[config.mk]
export PLATFORM = sky130hd
export DESIGN_NAME = button_conditioner
export DESIGN_NICKNAME = d
export VERILOG_FILES = /design/src/rtl/tetris_pkg.sv /design/src/rtl/btn_debounce.sv /design/src/rtl/button_conditioner.sv
export SDC_FILE = /design/constraint.sdc
export NUM_CORES = 1
export LEC_CHECK = 0
export CAP_MARGIN = 20
export CORE_MARGIN = 4
export CORE_UTILIZATION = 50
export DETAILED_ROUTE_END_ITERATION = 10
export GPL_ROUTABILITY_DRIVEN = 0
export PLACE_DENSITY = 0.7
export SYNTH_ARGS = -nofsm -noshare
export SYNTH_HDL_FRONTEND = slang
export SYNTH_SLANG_ARGS = --single-unit
[constraint.sdc]
create_clock -name clk -period 1.9 [get_ports clk]
set_input_delay 0.38 -clock clk [delete_from_list [all_inputs] [get_ports clk]]
set_output_delay 0.38 -clock clk [all_outputs]
set_load 0.01 [all_outputs]
[src/rtl/tetris_pkg.sv]
// Shared constants for the LED Tetris front end and the downstream LED block.
package tetris_pkg;

    localparam int unsigned NUM_BTN   = 4;
    localparam int unsigned BTN_RIGHT = 0;
    localparam int unsigned BTN_ROT_B = 1;
    localparam int unsigned BTN_ROT_F = 2;
    localparam int unsigned BTN_LEFT  = 3;

    // Only the shift buttons auto-repeat by default.
    localparam logic [NUM_BTN-1:0] REPEAT_MASK_DEFAULT = 4'b1001;

    function automatic logic [NUM_BTN-1:0] lowest_one(input logic [NUM_BTN-1:0] v);
        return v & (~v + 4'd1);
    endfunction

endpackage

[src/rtl/btn_debounce.sv]
// Single-bit 2-flop synchroniser plus counter-based debouncer.
module btn_debounce #(
    parameter int unsigned DEBOUNCE_CYCLES = 4
) (
    input  logic clk,
    input  logic rst_n,
    input  logic btn_raw,
    output logic level
);

    localparam int unsigned CntW = (DEBOUNCE_CYCLES > 1) ? $clog2(DEBOUNCE_CYCLES) : 1;
    localparam logic [CntW-1:0] CntLast = CntW'(DEBOUNCE_CYCLES - 1);

    logic            s1_q, s2_q;
    logic            state_q, state_d;
    logic [CntW-1:0] cnt_q, cnt_d;

    always_comb begin
        state_d = state_q;
        cnt_d   = '0;
        if (s2_q != state_q) begin
            // Flip on the edge the count would reach DEBOUNCE_CYCLES.
            if (cnt_q == CntLast) begin
                state_d = ~state_q;
            end else begin
                cnt_d = cnt_q + CntW'(1);
            end
        end
    end

    always_ff @(posedge clk or negedge rst_n) begin
        if (!rst_n) begin
            s1_q    <= 1'b0;
            s2_q    <= 1'b0;
            state_q <= 1'b0;
            cnt_q   <= '0;
        end else begin
            s1_q    <= btn_raw;
            s2_q    <= s1_q;
            state_q <= state_d;
            cnt_q   <= cnt_d;
        end
    end

    assign level = state_q;

endmodule

[src/rtl/button_conditioner.sv]
// Debounces four buttons and issues single-cycle one-hot command pulses with auto-repeat.
module button_conditioner
    import tetris_pkg::*;
#(
    parameter int unsigned        DEBOUNCE_CYCLES = 4,
    parameter int unsigned        REPEAT_DELAY    = 50,
    parameter int unsigned        REPEAT_PERIOD   = 20,
    parameter logic [NUM_BTN-1:0] REPEAT_MASK     = REPEAT_MASK_DEFAULT
) (
    input  logic               clk,
    input  logic               rst_n,
    input  logic [NUM_BTN-1:0] btn_raw,
    output logic [NUM_BTN-1:0] button,
    output logic [NUM_BTN-1:0] btn_level
);

    localparam int unsigned TmrMax = (REPEAT_DELAY > REPEAT_PERIOD) ? REPEAT_DELAY : REPEAT_PERIOD;
    localparam int unsigned TmrW   = $clog2(TmrMax + 1);
    localparam logic [TmrW-1:0] DelayV  = TmrW'(REPEAT_DELAY);
    localparam logic [TmrW-1:0] PeriodV = TmrW'(REPEAT_PERIOD);
    localparam logic [NUM_BTN-1:0] RepEn = (REPEAT_DELAY != 0) ? REPEAT_MASK : '0;

    logic [NUM_BTN-1:0]           level, level_q, rise, rep_req, grant;
    logic [NUM_BTN-1:0]           pending_q, pending_d, button_q;
    logic [NUM_BTN-1:0][TmrW-1:0] tmr_q, tmr_d;

    for (genvar i = 0; i < NUM_BTN; i++) begin : g_deb
        btn_debounce #(
            .DEBOUNCE_CYCLES(DEBOUNCE_CYCLES)
        ) u_deb (
            .clk    (clk),
            .rst_n  (rst_n),
            .btn_raw(btn_raw[i]),
            .level  (level[i])
        );
    end

    assign rise = level & ~level_q;

    // Timer value 0 is idle; a request fires in the cycle the timer reads 1.
    always_comb begin
        tmr_d   = tmr_q;
        rep_req = '0;
        for (int i = 0; i < NUM_BTN; i++) begin
            if (!RepEn[i] || !level[i]) begin
                tmr_d[i] = '0;
            end else if (rise[i]) begin
                tmr_d[i] = DelayV;
            end else if (tmr_q[i] == TmrW'(1)) begin
                rep_req[i] = 1'b1;
                tmr_d[i]   = PeriodV;
            end else if (tmr_q[i] != '0) begin
                tmr_d[i] = tmr_q[i] - TmrW'(1);
            end
        end
    end

    // New requests are OR-ed in after the grant clears, so set wins over clear.
    assign grant     = lowest_one(pending_q);
    assign pending_d = (pending_q & ~grant) | rise | rep_req;

    always_ff @(posedge clk or negedge rst_n) begin
        if (!rst_n) begin
            level_q   <= '0;
            tmr_q     <= '0;
            pending_q <= '0;
            button_q  <= '0;
        end else begin
            level_q   <= level;
            tmr_q     <= tmr_d;
            pending_q <= pending_d;
            button_q  <= grant;
        end
    end

    assign button    = button_q;
    assign btn_level = level;

endmodule

==> results of run 1 <==
[synth_stat cells, types with 3 or more instances]
library cell	number	area (um2)
dfrtp_1	44	1100
a21oi_1	10	50.1
inv_1	10	37.5
o21ai_0	10	50.1
ha_1	8	100
nand2_1	8	30.0
nor3_1	8	40.0
nor2b_1	6	37.5
nor2_1	5	18.8
nor3b_1	5	37.5
buf_4	4	30.0
a211o_1	3	26.3
nor4_1	3	18.8
xnor2_1	3	26.3
[final timing paths]
path	start	slack, ps	end
min in group clk	g_deb[2].u_deb.s1_q	370	g_deb[2].u_deb.s2_q
max reg2reg	tmr_q[0]	180	tmr_q[1]
max in group asynchronous	rst_n	1450	g_deb[2].u_deb.s2_q
max	tmr_q[0]	180	tmr_q[1]
min	rst_n	80	tmr_q[18]
min reg2reg	g_deb[2].u_deb.s1_q	370	g_deb[2].u_deb.s2_q
[metrics by stage]
| step | hold WS [ps] | setup WS, ps | utilization | cells | cell area [um2] |
|---|---|---|---|---|---|
| floorplan | 84.4 | 313 | - | 154 | 1820 |
| global placement | 332 | 295 | 0.580 | 210 | 1980 |
| detailed placement | 336 | 223 | 0.580 | 210 | 1980 |
| CTS | 96.2 | 146 | 0.607 | 218 | 2070 |
| global route | 111 | 28.0 | 0.607 | 218 | 2070 |
| finish | 83.0 | 179 | 0.607 | 218 | 2070 |
[layer usage]
| metal | track usage | up-vias |
|---|---|---|
| met5 | 0 | - |
| met4 | 0.0670 | 0 |
| met3 | 0.0542 | 10 |
| met2 | 0.227 | 48 |
| met1 | 0.187 | 585 |
| li1 | - | 578 |
[sequential cells by signal, summed over array words and instances (netlist names)]
name	cells
button	4
g_deb.u_deb.cnt_q	8
g_deb.u_deb.level	4
g_deb.u_deb.s1_q	4
g_deb.u_deb.s2_q	4
level_q	4
pending_q	4
tmr_q	12
[cells by family after synthesis]
logic type / share of synthesized area
simple gates: 0.142
flops: 0.606
compound gates: 0.124
buf+inv: 0.0420
fa+ha+maj: 0.0551
xor+xnor: 0.0193
mux: 0.0110
[layout make-up]
type	instances	area share
timing repair buffer	16	0.0713
sequential	44	0.531
multi-input combinational	94	0.308
tap	46	0.0278
clock inverter	2	0.0187
clock buffer	6	0.0248
inverter	10	0.0181
[critical path, delay by kind of cell (launching register included)]
| family | cells | cell delay, ps |
|---|---|---|
| buf+inv | 2 | 320 |
| simple gates | 1 | 400 |
| flops | 1 | 420 |
| fa+ha+maj | 1 | 200 |
| compound gates | 2 | 300 |
[power by group]
group	internal (mW)	total [mW]	switching, mW
Sequential	1.25	1.54	0.293
Clock	0.315	0.607	0.292
Combinational	0.654	1.28	0.628
Total	2.22	3.43	1.21
==> impl_metrics.csv, run 1 <==
group,metric,value,unit
status,status,"finished clean",
worst_setup_path,cp-end-kind,"flip-flop",
logic_synthesis,syn_nets,168,
die,num_rows,21,
logic_synthesis,async_reset_ff_frac,1.00,
die,start_util,0.532,
clock_network,ctsResizeCount,0,
logic_synthesis,syn_avg_cell_area,11.8,um2
sta,max_slew.worst_pin.slew,537,ps
worst_setup_path,cp_slowest_stage_delay,420,ps
placed_design,place_hpwl,2080,um
logic_synthesis,synthCells,154,
die,core,3420,um2
layout,area_growth,14.1,%
grt,grt_use_total,0.148,
logic_synthesis,syn_area,1820,um2
worst_setup_path,worstSetupPathType,"reg -> reg",
worst_setup_path,startpoint_type,"flip-flop",
clock_network,cts.sinks,44,
drt,postRouteAntennaNets,0,
grt,antenna_found_initial,0,
clock_network,post-cts-setup-buffers,0,
clock_network,worstSkewPairLatency,340,ps
worst_setup_path,worstPathMaxFanout,5,
power,ir_drop,0.959,mV
power,p_leak,0.935,nW
drt,routed.top_layer,"met4",
min_path,hold_path.class,"in -> async",
logic_synthesis,ys_warn_count,0,
die,dieHeight,68.3,um
sta,slew_viol_final,0,
worst_setup_path,crit_required,2160,ps
sta,hold_violations,0,
logic_synthesis,seq_area_frac_synth,0.606,
die,io-pin-count,14,
layout,multi_input_area,638,um2
layout,register_area,1100,um2
grt,grt_overflow_total,0,
drt,initialDrtViolationCount,147,
grt,grt_pass1_vias,1160,
drt,wl_met2,1410,um
clock_network,hold_buffers,0,
drt,drt-pass1-iter-count,4,
worst_setup_path,reg2reg_depth,6,
sta,setup_violations,0,
layout,final_nets,185,
drt,wl_per_cell,13.3,um
grt,grt_max_degree,45,
grt,grt_pass1_wl,5060,um
run,maxCapViolCount,0,
drt,vias_per_cell,5.60,
logic_synthesis,ys_seq_elements,44,
sta,fin_skew,3.81,ps
clock_network,root_buffer,"clkbuf_4",
logic_synthesis,synth_flop_cell,"dfrtp_1",
layout,final_common_cell,"dfrtp_1",
sta,post-route-period-util,0.906,
logic_synthesis,synth.distinct_cells,33,
drt,drc,0,
worst_setup_path,worstPathArrival,1980,ps
logic_synthesis,synth-edff-count,0,
sta,maxSlewHeadroom,0.642,
drt,num_vias,1221,
drt,met3_length,192,um
sta,clock.fmax,581,MHz
layout,drive_gt1_frac,0.0930,
drt,drt-total-wl,2900,um
clock_network,cts_tree,"yes",
worst_setup_path,crit_path_cell_trace,"inv_1, ha_1, nor3b_1, buf_4, a21oi_1, a311oi_1",
die,die_area,4660,um2
power,power_density,1660,nW/um2
sta,totalNegativeSetupSlack,0,ps
placed_design,port_buffers,13,
power,finalPower,3.43,mW
clock_network,clk_pin_slew_worst_paths,120,ps
clock_network,cts_max_level,2,
sta,rsz0062_at_grt,"false",
drt,wl_met1,1240,um
layout,n_antenna_cell,0,
sta,min_period,1720,ps
clock_network,clk_path_buf_depth,2,
die,fp.dieW,68.3,um
layout,fillCellCount,270,
layout,mostFrequentLayoutCells,"dfrtp_1 (44), clkdlybuf4s50_1 (12), inv_1 (10), o21ai_0 (10), a21oi_1 (10)",
clock_network,cts_buffers,5,
worst_setup_path,crit_slowest_cell,"dfrtp_1",
No activity file was read; power rests on OpenSTA's default activity.
==> inputs of run 2 (changes only) <==
--- a/config.mk
+++ b/config.mk
@@ -6,11 +6,12 @@
 export NUM_CORES = 1
 export LEC_CHECK = 0
 export CAP_MARGIN = 20
-export CORE_MARGIN = 4
+export CORE_MARGIN = 5
 export CORE_UTILIZATION = 50
 export DETAILED_ROUTE_END_ITERATION = 10
 export GPL_ROUTABILITY_DRIVEN = 0
 export PLACE_DENSITY = 0.7
+export REMOVE_ABC_BUFFERS = 1
 export SYNTH_ARGS = -nofsm -noshare
 export SYNTH_HDL_FRONTEND = slang
 export SYNTH_SLANG_ARGS = --single-unit
==> run 2 against run 1 <==
Worst hold slack gained 290 ps. Via count grew 0.16%. Utilization grew 0.44 points. Maximum frequency shrank 0.62%. Clock power shrank 4.6%. Critical path depth shrank 5. Non-clock buffer count grew 3. Die area grew 5.9%.
==> impl_metrics.csv, run 2 (synthesis gave the netlist of run 1 again) <==
group,metric,value,unit
status,status,"finished clean",
layout,n_antenna_cell,0,
worst_setup_path,startpoint_type,"flip-flop",
layout,final_nets,188,
worst_setup_path,crit_path_cell_trace,"clkdlybuf4s50_1",
clock_network,clk_pin_slew_worst_paths,130,ps
drt,drt-pass1-iter-count,4,
layout,area_growth,15.0,%
clock_network,cts.sinks,44,
worst_setup_path,reg2reg_depth,6,
worst_setup_path,worstPathArrival,1350,ps
worst_setup_path,worstPathMaxFanout,4,
clock_network,ctsResizeCount,0,
min_path,min_delay_worst_endpoint,"g_deb[0].u_deb.s2_q",
layout,largest_register,"tmr_q",
power,power_density,1650,nW/um2
die,dieHeight,70.3,um
drt,num_vias,1223,
die,core,3420,um2
power,p_leak,0.941,nW
worst_setup_path,r2r-end,"tmr_q[19]",
layout,final_common_cell,"dfrtp_1",
clock_network,clk_path_buf_depth,2,
worst_setup_path,cp.buffers_inverters,1,
run,maxCapViolCount,0,
placed_design,place.detailed.instances,212,
layout,final_core_util,0.611,
grt,grt_pass1_wl,5570,um
worst_setup_path,crit_required,1520,ps
min_path,min_from,"g_deb[0].u_deb.s1_q",
sta,max_slew.worst_pin.slew,392,ps
min_path,hold_path.class,"reg -> reg",
layout,mostFrequentLayoutCells,"dfrtp_1 (44), clkdlybuf4s50_1 (12), inv_1 (10), o21ai_0 (10), a21oi_1 (10)",
drt,wl_per_cell,14.3,um
clock_network,cts_tree,"yes",
worst_setup_path,cp-end-kind,"output port",
sta,maxSlewHeadroom,0.732,
grt,grt_pass1_vias,1257,
worst_setup_path,crit_family,"buffers and inverters",
die,die_area,4940,um2
grt,grt_max_degree,17,
power,ir_drop,0.823,mV
layout,reg.largest.list,"tmr_q x12, g_deb.u_deb.cnt_q x8",
drt,postRouteAntennaNets,0,
worst_setup_path,r2r_start,"tmr_q[18]",
sta,post-route-period-util,0.912,
placed_design,place_hpwl,2250,um
layout,largest_reg_flops,12,
sta,rsz0062_at_grt,"false",
sta,clock.fmax,577,MHz
grt,grt_use_total,0.142,
sta,hold_violations,0,
clock_network,root_buffer,"clkbuf_4",
worst_setup_path,rrSetupSlack,190,ps
drt,drc,0,
drt,drt-total-wl,3160,um
die,fp.dieW,70.3,um
clock_network,worstSkewPairLatency,350,ps
worst_setup_path,worstSetupPathType,"reg -> out",
worst_setup_path,crit_slowest_cell,"clkdlybuf4s50_1",
sta,fin_skew,5.20,ps
die,num_rows,21,
layout,drive_gt1_frac,0.103,
grt,grt_overflow_total,0,
sta,setup_violations,0,
die,start_util,0.532,
worst_setup_path,cp_slowest_stage_delay,570,ps
grt,antenna_found_initial,0,
clock_network,cts_buffers,5,
sta,totalNegativeSetupSlack,0,ps
die,io-pin-count,14,
min_path,hold_depth,0,
drt,initialDrtViolationCount,38,
sta,slew_viol_final,0,
clock_network,cts_max_level,2,
placed_design,port_buffers,13,
drt,vias_per_cell,5.53,
sta,min_period,1730,ps
layout,stdcell_count,221,
## run 2: cell count changes in the layout (fill, tap and decap cells not counted)
cell and delta:
buf_4 +2, clkbuf_8 -1, clkinv_4 -1, clkinv_2 +1
clkinvlp_4 +1, dlygate4sd3_1 +1
## run 2: through the flow
stage                     power [mW]  hold slack (ps)  area [um2]  worst slack [ps]
after floorplan                 2.35             84.4        1780               313
after global placement          2.78              315        2000               286
after detailed placement        2.86              309        2000               228
after CTS                       3.45              367        2090               134
after global routing            3.69              371        2090              87.6
final                           3.44              369        2090               168
## run 2: cell type report
class / instances / area, um2
clock buffer: 5 / 37.5
clock inverter: 3 / 42.5
fill: 287 / 1330
inverter: 10 / 37.5
multi-input combinational: 94 / 638
sequential: 44 / 1100
tap: 46 / 57.6
timing repair buffer: 19 / 173
## run 2: worst max-delay path by stage
stage	startpoint	endpoint	slack [ps]	depth (start not counted)
CTS	g_deb[1].u_deb.level	btn_level[1]	130	1
global placement	tmr_q[0]	tmr_q[5]	290	4
floorplan	tmr_q[0]	tmr_q[5]	310	4
finish	g_deb[1].u_deb.level	btn_level[1]	170	1
global route	tmr_q[1]	tmr_q[5]	90	5
detailed placement	tmr_q[1]	tmr_q[5]	230	5
## run 2: timing repair
action                    CTS  global route
hold buffers                1             0
hold endpoints to repair   14             0
setup buffers               0             0
## run 2: per-layer routing
layer | vias up | track usage | share of wire | routed length, um
met5 | - | 0 | 0 | 0
met1 | 607 | 0.171 | 0.45 | 1420
li1 | 588 | - | - | -
met4 | 0 | 0.0511 | 0.018 | 57
met2 | 19 | 0.234 | 0.50 | 1580
met3 | 9 | 0.0488 | 0.033 | 103
## run 2: power breakdown
group	total (mW)	switching [mW]	internal [mW]	leakage, nW
combinational	1.31	0.638	0.675	0.339
sequential	1.54	0.295	1.25	0.561
clock	0.579	0.304	0.274	0.0412
total	3.44	1.24	2.20	0.941
